File: src/rtl/ctrl_pkg.sv
// Shared encodings for the multi-cycle MIPS-subset control unit and its ALU.
// Latency: n/a (constants and types only).
// Backpressure: n/a.
// Contents: FSM state enum, opcode/funct values, alu_op codes, mux select codes.
package ctrl_pkg;

  typedef enum logic [3:0] {
    S_FETCH,
    S_DECODE,
    S_EXEC_R,
    S_ALU_WB,
    S_EXEC_I,
    S_I_WB,
    S_MEM_ADDR,
    S_MEM_RD,
    S_MEM_WB,
    S_MEM_WR,
    S_BRANCH,
    S_JUMP
  } state_t;

  // Opcodes, instr[31:26]
  localparam logic [5:0] OP_RTYPE = 6'b000000;
  localparam logic [5:0] OP_LW    = 6'b100011;
  localparam logic [5:0] OP_SW    = 6'b101011;
  localparam logic [5:0] OP_ADDI  = 6'b001000;
  localparam logic [5:0] OP_SLTI  = 6'b001010;
  localparam logic [5:0] OP_BEQ   = 6'b000100;
  localparam logic [5:0] OP_J     = 6'b000010;

  // R-type funct, instr[5:0]
  localparam logic [5:0] FN_ADD = 6'b100000;
  localparam logic [5:0] FN_SUB = 6'b100010;
  localparam logic [5:0] FN_AND = 6'b100100;
  localparam logic [5:0] FN_OR  = 6'b100101;
  localparam logic [5:0] FN_SLT = 6'b101010;
  localparam logic [5:0] FN_SLL = 6'b000000;

  // ALU operation codes, shared with the ALU
  localparam logic [2:0] ALU_ADD = 3'b000;
  localparam logic [2:0] ALU_SUB = 3'b001;
  localparam logic [2:0] ALU_AND = 3'b010;
  localparam logic [2:0] ALU_OR  = 3'b011;
  localparam logic [2:0] ALU_SLT = 3'b101;
  localparam logic [2:0] ALU_SLL = 3'b110;

  // ALU operand A select
  localparam logic [1:0] SRCA_PC = 2'd0;
  localparam logic [1:0] SRCA_A  = 2'd1;
  localparam logic [1:0] SRCA_B  = 2'd2;

  // ALU operand B select
  localparam logic [2:0] SRCB_B      = 3'd0;
  localparam logic [2:0] SRCB_FOUR   = 3'd1;
  localparam logic [2:0] SRCB_IMM    = 3'd2;
  localparam logic [2:0] SRCB_IMM_SH = 3'd3;
  localparam logic [2:0] SRCB_SHAMT  = 3'd4;

  // Next-PC select
  localparam logic [1:0] PCSRC_ALU    = 2'd0;
  localparam logic [1:0] PCSRC_ALUOUT = 2'd1;
  localparam logic [1:0] PCSRC_JUMP   = 2'd2;

endpackage

File: src/rtl/alu_decoder.sv
// Maps (opcode, funct) to the ALU operation and flags legal R-type functs.
// Latency: purely combinational, zero cycles.
// Backpressure: none; output follows inputs.
// Ports: opcode/funct in from the IR; alu_op out to the ALU; r_legal high for supported R-type funct.
module alu_decoder
  import ctrl_pkg::*;
(
  input  logic [5:0] opcode,
  input  logic [5:0] funct,
  output logic [2:0] alu_op,
  output logic       r_legal
);

  always_comb begin
    alu_op  = ALU_ADD;
    r_legal = 1'b0;
    if (opcode == OP_RTYPE) begin
      case (funct)
        FN_ADD:  begin alu_op = ALU_ADD; r_legal = 1'b1; end
        FN_SUB:  begin alu_op = ALU_SUB; r_legal = 1'b1; end
        FN_AND:  begin alu_op = ALU_AND; r_legal = 1'b1; end
        FN_OR:   begin alu_op = ALU_OR;  r_legal = 1'b1; end
        FN_SLT:  begin alu_op = ALU_SLT; r_legal = 1'b1; end
        FN_SLL:  begin alu_op = ALU_SLL; r_legal = 1'b1; end
        default: begin alu_op = ALU_ADD; r_legal = 1'b0; end
      endcase
    end else if (opcode == OP_SLTI) begin
      alu_op = ALU_SLT;
    end
  end

endmodule

File: src/rtl/mc_controller.sv
// Multi-cycle Moore control FSM for the MIPS-subset datapath around one shared ALU.
// Latency: lw 5, sw/R/addi/slti 4, beq/j 3 cycles with zero-wait memory.
// Backpressure: FETCH, MEM_RD, MEM_WR hold with stable outputs while mem_ready is low.
// Ports: clk, rst_n (sync, active-low); opcode/funct from IR; zero from ALU; mem_ready from memory;
//        alu_op, alu_src_a/b, pc_src selects and pc_en/ir_write/iord/mem_read/mem_write/
//        reg_write/reg_dst/mem_to_reg enables; illegal_instr pulse in DECODE.
module mc_controller
  import ctrl_pkg::*;
(
  input  logic       clk,
  input  logic       rst_n,
  input  logic [5:0] opcode,
  input  logic [5:0] funct,
  input  logic       zero,
  input  logic       mem_ready,
  output logic [2:0] alu_op,
  output logic [1:0] alu_src_a,
  output logic [2:0] alu_src_b,
  output logic [1:0] pc_src,
  output logic       pc_en,
  output logic       ir_write,
  output logic       iord,
  output logic       mem_read,
  output logic       mem_write,
  output logic       reg_write,
  output logic       reg_dst,
  output logic       mem_to_reg,
  output logic       illegal_instr
);

  state_t     state;
  state_t     state_nxt;
  logic [2:0] dec_alu_op;
  logic       dec_r_legal;

  alu_decoder u_alu_decoder (
    .opcode  (opcode),
    .funct   (funct),
    .alu_op  (dec_alu_op),
    .r_legal (dec_r_legal)
  );

  always_ff @(posedge clk) begin
    if (!rst_n) state <= S_FETCH;
    else        state <= state_nxt;
  end

  always_comb begin
    state_nxt     = state;
    alu_op        = ALU_ADD;
    alu_src_a     = SRCA_PC;
    alu_src_b     = SRCB_B;
    pc_src        = PCSRC_ALU;
    pc_en         = 1'b0;
    ir_write      = 1'b0;
    iord          = 1'b0;
    mem_read      = 1'b0;
    mem_write     = 1'b0;
    reg_write     = 1'b0;
    reg_dst       = 1'b0;
    mem_to_reg    = 1'b0;
    illegal_instr = 1'b0;

    case (state)
      S_FETCH: begin
        mem_read  = 1'b1;
        alu_src_b = SRCB_FOUR;
        // IR and PC capture only on the cycle memory delivers the word
        if (mem_ready) begin
          ir_write  = 1'b1;
          pc_en     = 1'b1;
          state_nxt = S_DECODE;
        end
      end

      S_DECODE: begin
        // Speculatively compute the branch target into ALUOut
        alu_src_b = SRCB_IMM_SH;
        case (opcode)
          OP_RTYPE: begin
            if (dec_r_legal) begin
              state_nxt = S_EXEC_R;
            end else begin
              illegal_instr = 1'b1;
              state_nxt     = S_FETCH;
            end
          end
          OP_LW, OP_SW:     state_nxt = S_MEM_ADDR;
          OP_ADDI, OP_SLTI: state_nxt = S_EXEC_I;
          OP_BEQ:           state_nxt = S_BRANCH;
          OP_J:             state_nxt = S_JUMP;
          default: begin
            illegal_instr = 1'b1;
            state_nxt     = S_FETCH;
          end
        endcase
      end

      S_EXEC_R: begin
        alu_op = dec_alu_op;
        // sll shifts rt (B reg) by shamt rather than combining A and B
        if (dec_alu_op == ALU_SLL) begin
          alu_src_a = SRCA_B;
          alu_src_b = SRCB_SHAMT;
        end else begin
          alu_src_a = SRCA_A;
          alu_src_b = SRCB_B;
        end
        state_nxt = S_ALU_WB;
      end

      S_ALU_WB: begin
        reg_write = 1'b1;
        reg_dst   = 1'b1;
        state_nxt = S_FETCH;
      end

      S_EXEC_I: begin
        alu_src_a = SRCA_A;
        alu_src_b = SRCB_IMM;
        alu_op    = dec_alu_op;
        state_nxt = S_I_WB;
      end

      S_I_WB: begin
        reg_write = 1'b1;
        state_nxt = S_FETCH;
      end

      S_MEM_ADDR: begin
        alu_src_a = SRCA_A;
        alu_src_b = SRCB_IMM;
        state_nxt = (opcode == OP_LW) ? S_MEM_RD : S_MEM_WR;
      end

      S_MEM_RD: begin
        mem_read = 1'b1;
        iord     = 1'b1;
        if (mem_ready) state_nxt = S_MEM_WB;
      end

      S_MEM_WB: begin
        reg_write  = 1'b1;
        mem_to_reg = 1'b1;
        state_nxt  = S_FETCH;
      end

      S_MEM_WR: begin
        mem_write = 1'b1;
        iord      = 1'b1;
        if (mem_ready) state_nxt = S_FETCH;
      end

      S_BRANCH: begin
        alu_src_a = SRCA_A;
        alu_src_b = SRCB_B;
        alu_op    = ALU_SUB;
        pc_src    = PCSRC_ALUOUT;
        pc_en     = zero;
        state_nxt = S_FETCH;
      end

      S_JUMP: begin
        pc_src    = PCSRC_JUMP;
        pc_en     = 1'b1;
        state_nxt = S_FETCH;
      end

      default: state_nxt = S_FETCH;
    endcase

    // Outputs are held quiet for the whole reset window, independent of state
    if (!rst_n) begin
      alu_op        = 3'b000;
      alu_src_a     = 2'd0;
      alu_src_b     = 3'd0;
      pc_src        = 2'd0;
      pc_en         = 1'b0;
      ir_write      = 1'b0;
      iord          = 1'b0;
      mem_read      = 1'b0;
      mem_write     = 1'b0;
      reg_write     = 1'b0;
      reg_dst       = 1'b0;
      mem_to_reg    = 1'b0;
      illegal_instr = 1'b0;
    end
  end

endmodule

File: config.mk
export PLATFORM = sky130hd
export DESIGN_NAME = mc_controller
export DESIGN_NICKNAME = d
export VERILOG_FILES = /design/src/rtl/ctrl_pkg.sv /design/src/rtl/alu_decoder.sv /design/src/rtl/mc_controller.sv
export SDC_FILE = /design/constraint.sdc
export NUM_CORES = 1
export LEC_CHECK = 0
export ABC_AREA = 1
export ABC_CLOCK_PERIOD_IN_PS = 2700
export CORE_ASPECT_RATIO = 0.75
export CORE_UTILIZATION = 31
export DETAILED_ROUTE_END_ITERATION = 16
export PLACE_DENSITY = 0.77
export SLEW_MARGIN = 20
export SYNTH_ARGS = -nofsm -noshare
export SYNTH_HDL_FRONTEND = slang
export SYNTH_SLANG_ARGS = --single-unit
File: constraint.sdc
create_clock -name clk -period 2.7 [get_ports clk]
set_clock_uncertainty 0.2 [all_clocks]
set_input_delay 0.675 -clock clk [delete_from_list [all_inputs] [get_ports clk]]
set_output_delay 0.675 -clock clk [all_outputs]
set_load 0.01 [all_outputs]
==> run_results.csv <==
group,metric,value,unit
timing,hold_viol_final,0,
final_layout,multi_input_area,643,sq um
drt,drt_wl_total,2.58,mm
timing,fmax,374,MHz
critical_path,cp-end-kind,"output pin",
final_layout,fillers,187,
timing,finalSetupViolCount,0,
critical_path,max_stage_delay,0.28,ns
power,power.density,200,mW/mm^2
yosys,yosysTopAreaCellShare,14.6,%
final_layout,nets,211,
clock_tree,cts.hold.buffers_added,0,
floorplanning,pin_count,35,
clock_tree,cts_buffers,3,
placement,place_area,0.00118,sq mm
critical_path,critPathMaxFanout,7,
critical_path,crit_slowest_cell,"dlygate4sd2_1",
yosys,syn-instance-count,134,
final_layout,seq_area,80.1,sq um
yosys,synth_warnings,0,
floorplanning,die_area,0.00236,sq mm
yosys,syn_area,671,sq um
final_layout,final_cells,217,
timing,drv_slew,0,
timing,period_needed,2.67,ns
critical_path,critPathKind,"input port to output pin",
critical_path,crit_buf_inv,4,
yosys,syn_area_per_cell,5.00,sq um
timing,worstMarginPinSlew,0.263,ns
drt,drt_pass1_iterations,4,
grt,grt_pass1_wl,4.12,mm
yosys,synthMuxAreaShare,0,%
critical_path,start_kind,"input port",
yosys,synthesis.nets,150,
clock_tree,tritoncts,"built",
drt,post-route-drc-count,0,
yosys,ys_types,21,
yosys,synthAdderAreaFrac,0,%
placement,dpl.cell_count,210,
yosys,synth-simple-area-share,58.4,%
clock_tree,insertion_delay,0.24,ns
timing,finalCritPeriodShare,98.9,%
drt,wl_per_cell,11.9,um
grt,antenna_found_initial,0,
yosys,yosysTopAreaCell,"nor2_1",
floorplanning,die_w,55.7,um
placement,port_buffers,34,
clock_tree,clockBufferDepth,2,
drt,vias_per_cell,5.11,
timing,fin_tns_setup,0,ns
grt,grt_max_degree,8,
drt,detail_route.iter0.violations,43,
yosys,ys_seq_area_share,11.9,%
status,status,"completed",
yosys,synth.area.top_cells,"nor2_1 (15%), nand2_1 (14%), nand3_1 (13%)",
floorplanning,fp.coreArea,0.00201,sq mm
run,cap_violations,0,
final_layout,areaGrowthSynthToFinish,94.6,%
floorplanning,rows,14,
final_layout,regMostFlops,"state",
power,vdd_drop_max,0.000293,V
yosys,synth_compound_area_share,14.4,%
power,power.leakage,0.735,nW
clock_tree,cts.htree.levels,1,
placement,place_hpwl,2.00,mm
floorplanning,die_h,42.3,um
drt,ant_nets,0,
final_layout,largest_reg_flops,4,
critical_path,crit_arrival,1.80,ns
clock_tree,clk_pin_slew,0.04,ns
critical_path,cp_top_family,"buffers and inverters",
clock_tree,cts.sinks,4,
clock_tree,cts-root-buf,"clkbuf_4",
drt,vias,1108,
critical_path,crit_chain,"dlygate4sd2_1 -> inv_4 -> buf_4 -> nor2_1 -> a211o_1 -> dlygate4sd2_1",
hold_path,hold_path.class,"flip-flop to flip-flop",
floorplanning,start_util,33.3,%
timing,slew_headroom,82.5,%
yosys,synth_top_family_by_area,"simple AND/OR/NAND/NOR gates",
final_layout,drive_above_1_share,41.5,%
grt,overflow,0,
critical_path,cp_common_cell,"dlygate4sd2_1",
yosys,synth_xor_area_share,0,%
final_layout,largest_registers,"state x4",
grt,grt_use_total,21.6,%
placement,routabilityCongestion,0.864,
final_layout,n_antenna_cell,0,
grt,grt_pass1_vias,999,
yosys,ys_ff_latch,4,
final_layout,final_area,0.00131,sq mm
critical_path,required,1.82,ns
-- per-stage QoR --
step	power [W]	hold WS, ns	utilization, %	setup slack (ns)
after floorplan	0.000114	0.334	-	0.330
after global placement	0.000178	0.373	58.5	-0.611
after detailed placement	0.000182	0.405	58.5	-0.776
after CTS	0.000256	0.408	62.5	-0.0423
after global routing	0.000281	0.463	64.8	-0.0282
final	0.000260	0.421	64.8	0.0294
-- placed cells by master, fill, tap and decap left out, types with 7 or more instances in the layout --
master,instances
nor2_1,19
inv_1,17
nand2_1,25
nand3_1,12
inv_2,7
dlygate4sd2_1,10
buf_2,10
buf_4,23
-- logic make-up after synthesis --
group | Yosys count
AND/OR/NAND/NOR | 87
buffers and inverters | 27
AO/OA/AOI/OAI | 16
flip-flops | 4
-- final timing paths --
| path | startpoint | slack (ns) | cells after the start | end |
|---|---|---|---|---|
| min reg2reg | state[2] | 0.42 | 3 | state[3] |
| max reg2reg | state[0] | 1.18 | 8 | state[3] |
| max | rst_n | 0.03 | 6 | pc_en |
| min | state[2] | 0.42 | 3 | state[3] |
-- synth_stat cells --
| cell type | n |
|---|---|
| clkinv_1 | 1 |
| a31oi_1 | 1 |
| a211o_1 | 1 |
| o21ai_2 | 1 |
| buf_2 | 1 |
| o21ai_0 | 3 |
| nor2_2 | 4 |
| nand4_1 | 3 |
| nor2_1 | 26 |
| a21oi_1 | 7 |
| nor3_2 | 1 |
| nand3_2 | 1 |
| a311o_1 | 1 |
| dfxtp_1 | 4 |
| and3_1 | 1 |
| nand3_1 | 18 |
| inv_1 | 21 |
| o22ai_1 | 2 |
| nor3_1 | 8 |
| nand2_1 | 25 |
| inv_2 | 4 |
-- layout make-up --
| type | count | area share, % |
|---|---|---|
| clock buffers | 3 | 1.73 |
| inverters | 26 | 7.67 |
| multi-input cells | 103 | 49.3 |
| flip-flops and latches | 4 | 6.14 |
| well taps | 24 | 2.30 |
| repair buffers | 57 | 32.9 |
-- worst register-to-register path, cell delays in order (launching register included) --
cell and delay [ns]:
dfxtp_1 0.42, buf_4 0.16, nand2_1 0.12, nor2_2 0.16
buf_4 0.13, a21oi_1 0.04, nand2_1 0.06, nand2_1 0.05
a21oi_1 0.12
-- per-layer routing --
metal	vias to the layer above	wire, um	global-route usage [%]
li1	556	-	-
met4	0	0	3.00
met5	-	0	0
met2	36	1300	39.0
met1	516	1120	27.5
met3	0	163	3.70
-- what timing repair did --
| item | 4_1_cts | 5_1_grt |
|---|---|---|
| hold endpoints to repair | 0 | 0 |
| buffers inserted | 2 | 2 |
| endpoints found under the setup margin | 19 | 10 |
| pin swaps | 16 | 8 |
| resized for setup | 90 | 28 |
-- power breakdown --
part           switching [W]  internal [W]  total (W)
clock network      0.0000237     0.0000497  0.0000734
logic              0.0000698     0.0000520   0.000122
registers         0.00000352     0.0000618  0.0000653
total              0.0000971      0.000163   0.000260
Note: power is estimated with default switching activity, not from simulation.
